File: src/rtl/hazard_scoreboard.sv
// Decode-side register scoreboard: tracks every in-flight writer's pipeline latch and
// produces operand forward selects, the load-use/multi-cycle stall and a stall counter.
module hazard_scoreboard #(
  parameter int NUM_REGS = 32,
  parameter int AW       = 5,
  parameter int DEPTH    = 3,
  parameter int NUM_SRC  = 2,
  parameter int LW       = 2,
  parameter int CNT_W    = 32
) (
  input  logic                   clk,
  input  logic                   rst_n,
  input  logic                   i_hold,
  input  logic                   i_flush,
  input  logic                   i_issue_valid,
  input  logic [AW-1:0]          i_issue_rd,
  input  logic [LW-1:0]          i_issue_k,
  input  logic [NUM_SRC*AW-1:0]  i_src_addr,
  input  logic [NUM_SRC-1:0]     i_src_used,
  input  logic                   i_dec_branch,
  output logic [NUM_SRC*LW-1:0]  o_fwd_sel,
  output logic                   o_stall,
  output logic                   o_busy,
  output logic [CNT_W-1:0]       o_stall_cycles
);

  logic [NUM_REGS-1:0] r_v;
  logic [LW-1:0]       r_s [NUM_REGS];
  logic [LW-1:0]       r_k [NUM_REGS];
  logic [CNT_W-1:0]    r_stall_cycles;

  logic                  w_acc;
  logic                  w_stall;
  logic [NUM_SRC*LW-1:0] w_fwd_sel;
  logic [AW-1:0]         w_a;
  logic [LW:0]           w_s;
  logic [LW:0]           w_k;

  // Issue handshake: the decode instruction (i_issue_valid) is taken on the edge only
  // when the scoreboard is not stalling, the pipe is not held and decode is not flushed.
  assign w_acc = i_issue_valid & ~w_stall & ~i_hold & ~i_flush & (i_issue_rd != '0);

  always_ff @(posedge clk or negedge rst_n) begin
    if (!rst_n) begin
      r_v <= '0;
      for (int r = 0; r < NUM_REGS; r++) begin
        r_s[r] <= '0;
        r_k[r] <= '0;
      end
    end else begin
      r_v[0] <= 1'b0;
      for (int r = 1; r < NUM_REGS; r++) begin
        if (w_acc && (i_issue_rd == AW'(r))) begin
          r_v[r] <= 1'b1;
          r_s[r] <= LW'(1);
          r_k[r] <= i_issue_k;
        end else if (r_v[r]) begin
          // Flush kills the ID/EX occupant even while the pipe is frozen.
          if (i_flush && (r_s[r] == LW'(1))) begin
            r_v[r] <= 1'b0;
          end else if (!i_hold) begin
            if (r_s[r] == LW'(DEPTH)) r_v[r] <= 1'b0;
            else                      r_s[r] <= r_s[r] + LW'(1);
          end
        end
      end
    end
  end

  always_comb begin
    w_stall   = 1'b0;
    w_fwd_sel = '0;
    w_a       = '0;
    w_s       = '0;
    w_k       = '0;
    for (int j = 0; j < NUM_SRC; j++) begin
      w_a = i_src_addr[j*AW +: AW];
      if (i_src_used[j] && (w_a != '0) && (int'(w_a) < NUM_REGS) && r_v[w_a]) begin
        w_s = {1'b0, r_s[w_a]};
        w_k = {1'b0, r_k[w_a]};
        if (i_dec_branch) begin
          // Branch compares in decode, so the operand must be available right now.
          if (w_s >= w_k) w_fwd_sel[j*LW +: LW] = w_s[LW-1:0];
          else            w_stall = 1'b1;
        end else if ((w_s + 1'b1) > (LW+1)'(DEPTH)) begin
          w_fwd_sel[j*LW +: LW] = '0;
        end else if ((w_s + 1'b1) >= w_k) begin
          w_fwd_sel[j*LW +: LW] = w_s[LW-1:0] + LW'(1);
        end else begin
          w_stall = 1'b1;
        end
      end
    end
  end

  always_ff @(posedge clk or negedge rst_n) begin
    if (!rst_n) begin
      r_stall_cycles <= '0;
    end else if (w_stall && !i_hold && (r_stall_cycles != {CNT_W{1'b1}})) begin
      r_stall_cycles <= r_stall_cycles + 1'b1;
    end
  end

  assign o_fwd_sel      = w_fwd_sel;
  assign o_stall        = w_stall;
  assign o_busy         = |r_v;
  assign o_stall_cycles = r_stall_cycles;

  a_issue_k_legal: assert property (@(posedge clk) disable iff (!rst_n)
    w_acc |-> ((i_issue_k != '0) && (int'(i_issue_k) <= DEPTH)));

endmodule

File: config.mk
export PLATFORM = sky130hd
export DESIGN_NAME = hazard_scoreboard
export DESIGN_NICKNAME = d
export VERILOG_FILES = /design/src/rtl/hazard_scoreboard.sv
export SDC_FILE = /design/constraint.sdc
export NUM_CORES = 1
export LEC_CHECK = 0
export ABC_AREA = 1
export ABC_CLOCK_PERIOD_IN_PS = 5290
export CORE_MARGIN = 1
export CORE_UTILIZATION = 30
export DETAILED_ROUTE_END_ITERATION = 10
export PLACE_DENSITY = 0.56
export RECOVER_POWER = 50
export SYNTH_ARGS = -nofsm -noshare
export SYNTH_HDL_FRONTEND = slang
export SYNTH_SLANG_ARGS = --single-unit
File: constraint.sdc
create_clock -name clk -period 5.29 [get_ports clk]
set_input_delay 0.7935 -clock clk [delete_from_list [all_inputs] [get_ports clk]]
set_output_delay 0.7935 -clock clk [all_outputs]
set_load 0.03 [all_outputs]
==> flow_summary.json, run 1 <==
{
  "cts_buffer_depth": 2,
  "hold_viol_final": 0,
  "viasPerCell": 5.420,
  "ant_nets": 0,
  "slew_headroom_pct": -53.52,
  "hold_class": "flop to flop",
  "die_area_um2": 45490,
  "r2r_start": "r_s[56]$_DFFE_PN0P_",
  "crit_fanout": 37,
  "antenna_found_initial": 0,
  "syn_inst": 1887,
  "place.gp.congestion": 0.9557,
  "final_layout_size_suffix_gt1_share_pct": 4.767,
  "min_period_over_period_pct": 92.97,
  "clock_latency_ns": 0.51,
  "whs_path_depth": 2,
  "die_width_um": 213.3,
  "ys_warn_count": 4,
  "pwr-share-seq_pct": 41.9,
  "drt_iter0_markers": 1497,
  "p_clk_share_pct": 27.0,
  "cp-endpoint": "o_fwd_sel[3]",
  "htree_levels": 4,
  "crit_required_ns": 4.50,
  "start_util_pct": 30.35,
  "post_cts.resized_instances": 0,
  "clock-sinks": 187,
  "io_pins": 63,
  "portBuffers": 62,
  "cts_tree": "done",
  "grt_first_pass_wirelength_mm": 75.64,
  "synth_compound_area_share_pct": 14.71,
  "finalWorstPathRequiredPeriod_ns": 4.918,
  "wire_per_inst_um": 19.57,
  "grt.overflow.total": 0,
  "synthMuxAreaShare_pct": 0,
  "p_sw_share_pct": 41.06,
  "area_growth_pct": 12.71,
  "grt_max_degree": 156,
  "combPwrFrac_pct": 31.0,
  "synth_edf_count": 0,
  "final_nets": 1995,
  "internal_power_mw": 2.930,
  "core-area_um2": 44120,
  "end_kind": "output pin",
  "cts_setup_buffers": 0,
  "tns_ns": 0,
  "synth-seq-cells": 187,
  "drc": 0,
  "avgSynthCellArea_um2": 7.097,
  "placed_cell_area_um2": 14540,
  "worst_pin_slew_ns": 2.303,
  "rsz0062_at_grt": "false",
  "max_freq_ghz": 0.2033,
  "synthesis.nets": 1986,
  "clkTransAtPathRegs_ns": 0.07,
  "synth_xor_area_share_pct": 3.990,
  "netlist_area_um2": 13390,
  "cts_buffers": 17,
  "dp_hpwl_mm": 33.80,
  "r2r_setup_slack_ns": 1.24,
  "start_kind": "input port",
  "antenna-diode-count": 0,
  "p_switching_mw": 2.041,
  "synthDistinctLibCells": 41,
  "dr.pass1.iters": 8,
  "grt_pass1_vias": 12990,
  "fillers": 4778,
  "stdcell_area_um2": 15090,
  "arrival_ns": 4.12,
  "power_density_nw_per_um2": 329.3,
  "grt_usage_pct": 22.16,
  "ir_drop_uv": 175.4,
  "hp-start": "r_k[27]$_DFFE_PN0P_",
  "yosysSeqAreaShare_pct": 34.94,
  "synthFlopType": "dfrtp_1",
  "power_leakage_nw": 6.949,
  "violations": "capacitance limit, slew limit",
  "ff2ff_path_depth": 18,
  "vias": 13560,
  "skew_ns": 0.01708,
  "status": "finished, violations left",
  "setup.worst_path.start": "i_src_addr[6]",
  "async_reset_ff_share_pct": 100.0,
  "final_max_slew_viol_count": 190,
  "setup_viol": 0,
  "cap_violations": 2,
  "yosys.area_share.simple_pct": 30.15,
  "cts-root-buf": "clkbuf_16",
  "wirelength_mm": 48.95,
  "die_h_um": 213.3,
  "r2r_end": "o_stall_cycles[14]$_DFFE_PN0P_",
  "final_util_pct": 34.21,
  "synth_top_family_by_area": "simple AND/OR/NAND/NOR gates",
  "cts_hold_buffers": 0,
  "synth_adder_area_share_pct": 7.026,
  "rows": 77,
  "critPathKind": "input port to output pin"
}
[state kept, by name, indices dropped and copies added, names as in the netlist]
register	flops
o_stall_cycles	32
r_k	62
r_s	62
r_v	31
[how the worst min path moves through the flow]
stage	endpoint	slack [ns]
final	r_k[27]$_DFFE_PN0P_	0.48
after floorplan	r_k[27]$_DFFE_PN0P_	0.45
after detailed placement	r_k[27]$_DFFE_PN0P_	0.47
after global placement	r_k[3]$_DFFE_PN0P_	0.47
after global routing	r_k[43]$_DFFE_PN0P_	0.51
after CTS	r_v[25]$_DFF_PN0_	0.16
[synthesized netlist by cell type, types with 37 or more instances]
cell type / number / area [µm²]
a21oi_1: 162 / 810.8
buf_2: 37 / 185.2
clkbuf_1: 47 / 176.4
dfrtp_1: 187 / 4679
ha_1: 72 / 900.9
inv_1: 175 / 656.9
nand2_1: 396 / 1486
nand3_1: 204 / 1021
nand4_1: 113 / 706.9
nor2_1: 145 / 544.3
o21ai_0: 182 / 910.9
xor2_1: 51 / 446.7
[routing by layer]
layer / GRT usage [%] / wire length [µm]
met5: 0 / 0
met4: 9.828 / 1723
met3: 4.383 / 3494
met2: 33.91 / 21960
met1: 30.06 / 21770
[cells by family after synthesis]
logic type,Yosys count
AO/OA/AOI/OAI,379
XOR/XNOR,61
adder cells (fa/ha/maj),74
buffers and inverters,290
flip-flops,187
AND/OR/NAND/NOR,896
[power by group through the flow]
stage               Combinational [mW]  Sequential, mW  Clock [mW]
floorplan                         1.07            1.99           0
global placement                  1.48            2.09           0
detailed placement                1.53            2.10           0
CTS                               1.54            2.07        1.38
global route                      1.76            2.12        1.43
finish                            1.54            2.08        1.34
[critical path, stage by stage]
cell	delay, ns
clkdlybuf4s50_1	0.54
buf_4	0.46
a21oi_1	0.06
o21ai_0	0.15
nand3_1	0.13
nand3_1	0.10
nand3_1	0.11
nand2_1	0.16
inv_1	0.11
fa_1	0.51
nand3b_1	0.08
nand2_1	0.10
nand4_1	0.11
a21oi_1	0.42
buf_4	0.25
[through the flow]
step | instances | setup slack [ns] | total power, mW | hold slack [ns]
3_3_place_gp | 2469 | 0.3793 | 3.572 | 0.4672
6_report | 2501 | 0.3719 | 4.971 | 0.4843
5_1_grt | 2501 | 0.2673 | 5.310 | 0.5124
2_1_floorplan | 1887 | 0.9796 | 3.064 | 0.4491
4_1_cts | 2501 | 0.4709 | 5.001 | 0.1629
3_5_place_dp | 2469 | 0.3471 | 3.633 | 0.4673
[layout by cell type (no fill, tap or decap), drive strengths merged, types with 11 or more instances in the layout]
cell           netlist  layout
a21oi              162     162
buf                 62      44
clkbuf              47      19
clkdlybuf4s50        0      34
dfrtp              187     187
dlygate4sd3          0      19
ha                  72      72
inv                178     186
nand2              397     397
nand3              206     206
nand4              115     115
nor2               148     148
nor3                16      16
nor4                11      11
o211ai              18      18
o21ai              183     183
xor2                51      51
[cell type report]
class | instances | area (µm²) | share of cell area, %
clock buffers | 17 | 425.4 | 2.819
clock inverters | 15 | 153.9 | 1.020
inverters | 181 | 684.4 | 4.535
multi-input cells | 1410 | 7482 | 49.57
flip-flops and latches | 187 | 4679 | 31.00
well taps | 592 | 740.7 | 4.908
repair buffers | 99 | 927.1 | 6.143
Power figures use the tool's default switching activity.
==> run 2, diff against run 1 <==
--- a/config.mk
+++ b/config.mk
@@ -7,7 +7,8 @@
 export LEC_CHECK = 0
 export ABC_AREA = 1
 export ABC_CLOCK_PERIOD_IN_PS = 5290
-export CORE_MARGIN = 1
+export CORE_ASPECT_RATIO = 1.1
+export CORE_MARGIN = 4
 export CORE_UTILIZATION = 30
 export DETAILED_ROUTE_END_ITERATION = 10
 export PLACE_DENSITY = 0.56
==> flow_summary.json, run 2 (synthesis gave the netlist of run 1 again) <==
{
  "ir_drop_uv": 203.3,
  "start_kind": "input port",
  "post_cts.resized_instances": 0,
  "hold_viol_final": 0,
  "grt_first_pass_wirelength_mm": 75.84,
  "combPwrFrac_pct": 30.3,
  "area_growth_pct": 13.16,
  "final_layout_size_suffix_gt1_share_pct": 4.665,
  "die_area_um2": 48090,
  "htree_levels": 4,
  "end_kind": "output pin",
  "status": "finished, violations left",
  "violations": "capacitance limit, slew limit",
  "io_pins": 63,
  "clock_latency_ns": 0.48,
  "grt.overflow.total": 0,
  "max_freq_ghz": 0.2092,
  "crit_fanout": 17,
  "min_period_over_period_pct": 90.36,
  "cpMaxStageDelayCell": "clkdlybuf4s50_1",
  "hold_class": "flop to flop",
  "crit_path_cell_trace": "clkdlybuf4s50_1 > clkinv_1 > buf_4 > a31oi_1 > o21ai_0 > a21oi_1 > nor3_1 > o31ai_1 > ha_1 > nand2_1 > nand3b_1 > nand2_1 > nand4_1 > a21oi_1 > buf_4",
  "drc": 0,
  "gr-usage-met2_pct": 32.71,
  "final_max_slew_viol_count": 82,
  "place.gp.congestion": 0.9319,
  "core-area_um2": 43740,
  "arrival_ns": 3.99,
  "final_cell_mix": "396 x nand2_1, 204 x nand3_1, 187 x dfrtp_1, 182 x o21ai_0, 174 x inv_1",
  "p_switching_mw": 2.023,
  "dp_hpwl_mm": 33.31,
  "clock-sinks": 187,
  "cts_buffers": 17,
  "critPathKind": "input port to output pin",
  "layout_commonest_cell": "nand2_1",
  "cts_hold_buffers": 0,
  "stdcell_area_um2": 15150,
  "viasPerCell": 5.471,
  "pwr-share-seq_pct": 41.3,
  "cap_violations": 1,
  "die_width_um": 209.4,
  "internal_power_mw": 3.042,
  "drt_iter0_markers": 1457,
  "power_leakage_nw": 6.995,
  "cts-root-buf": "clkbuf_16",
  "dr.pass1.iters": 6,
  "vias": 13580,
  "grtUsageMet3_pct": 3.941,
  "ant_nets": 0,
  "grt_usage_pct": 20.00,
  "hold_ws_ns": 0.4893,
  "antenna_found_initial": 1,
  "clkTransAtPathRegs_ns": 0.08,
  "portBuffers": 62,
  "rsz0062_at_grt": "false",
  "final_nets": 1994,
  "grt.met1_usage_pct": 26.49,
  "cts_buffer_depth": 2,
  "final.setup.worst_slack_ns": 0.5097,
  "rows": 80,
  "p_clk_share_pct": 28.5,
  "setup_viol": 0,
  "worst_pin_slew_ns": 4.013,
  "start_util_pct": 30.61,
  "finalWorstPathRequiredPeriod_ns": 4.780,
  "slew_headroom_pct": -167.5,
  "r2r_setup_slack_ns": 1.48,
  "power.total_mw": 5.065,
  "wire_per_inst_um": 19.66,
  "skew_ns": 0.01388,
  "crit_required_ns": 4.50,
  "p_sw_share_pct": 39.94,
  "antenna-diode-count": 0,
  "fin_cells": 2482,
  "wirelength_mm": 48.79,
  "grt_max_degree": 107,
  "top_usage_layer": "met2",
  "tns_ns": 0,
  "dp_cells": 2450,
  "grt_pass1_vias": 12920,
  "pre_cts_ws_ns": 0.2911,
  "power_density_nw_per_um2": 334.2,
  "die_h_um": 229.6,
  "cts_tree": "done",
  "placed_cell_area_um2": 14510,
  "final_util_pct": 34.65,
  "slowest_delay_ns": 0.72,
  "cts_setup_buffers": 0
}
[run 2: cell count changes in the layout (fill, tap and decap cells not counted), moves of 2 or more]
cell	before	now
clkinvlp_4	4	1
inv_6	4	1
bufinv_16	1	3
clkinv_4	1	3
[run 2: layout make-up]
class / instances / area [µm²]
tap: 574 / 718.2
inverter: 181 / 684.4
fill: 4606 / 28590
multi-input combinational: 1410 / 7482
sequential: 187 / 4679
clock buffer: 18 / 439.2
timing repair buffer: 98 / 945.9
clock inverter: 14 / 205.2
[run 2: layer usage]
| layer | vias up | part of all wire, % |
|---|---|---|
| met2 | 546 | 47 |
| met5 | - | 0 |
| met4 | 0 | 3.0 |
| li1 | 6405 | - |
| met1 | 6531 | 43 |
| met3 | 96 | 7.0 |
[run 2: final timing paths]
check                                     from                  end  cells after the start
max reg2reg                r_s[56]$_DFFE_PN0P_  r_k[57]$_DFFE_PN0P_                     18
max in group asynchronous                rst_n    r_v[26]$_DFF_PN0_                      1
min in group asynchronous                rst_n     r_v[2]$_DFF_PN0_                      1
max                              i_src_addr[7]         o_fwd_sel[3]                     15
min                        r_k[43]$_DFFE_PN0P_  r_k[43]$_DFFE_PN0P_                      2
min reg2reg                r_k[43]$_DFFE_PN0P_  r_k[43]$_DFFE_PN0P_                      2
[run 2: power groups by stage]
stage / logic (mW) / clock network [mW] / registers, mW
6_report: 1.53 / 1.44 / 2.09
2_1_floorplan: 1.07 / 0 / 1.99
4_1_cts: 1.53 / 1.47 / 2.08
3_5_place_dp: 1.53 / 0 / 2.11
3_3_place_gp: 1.49 / 0 / 2.09
5_1_grt: 1.77 / 1.52 / 2.13
[run 2: critical path: cells and delay by family]
kind	cells	cell delay, ns
and+or+nand+nor	5	0.41
adders and majority gates	1	0.34
buffers and inverters	4	1.31
AOI/OAI and AO/OA	5	1.13
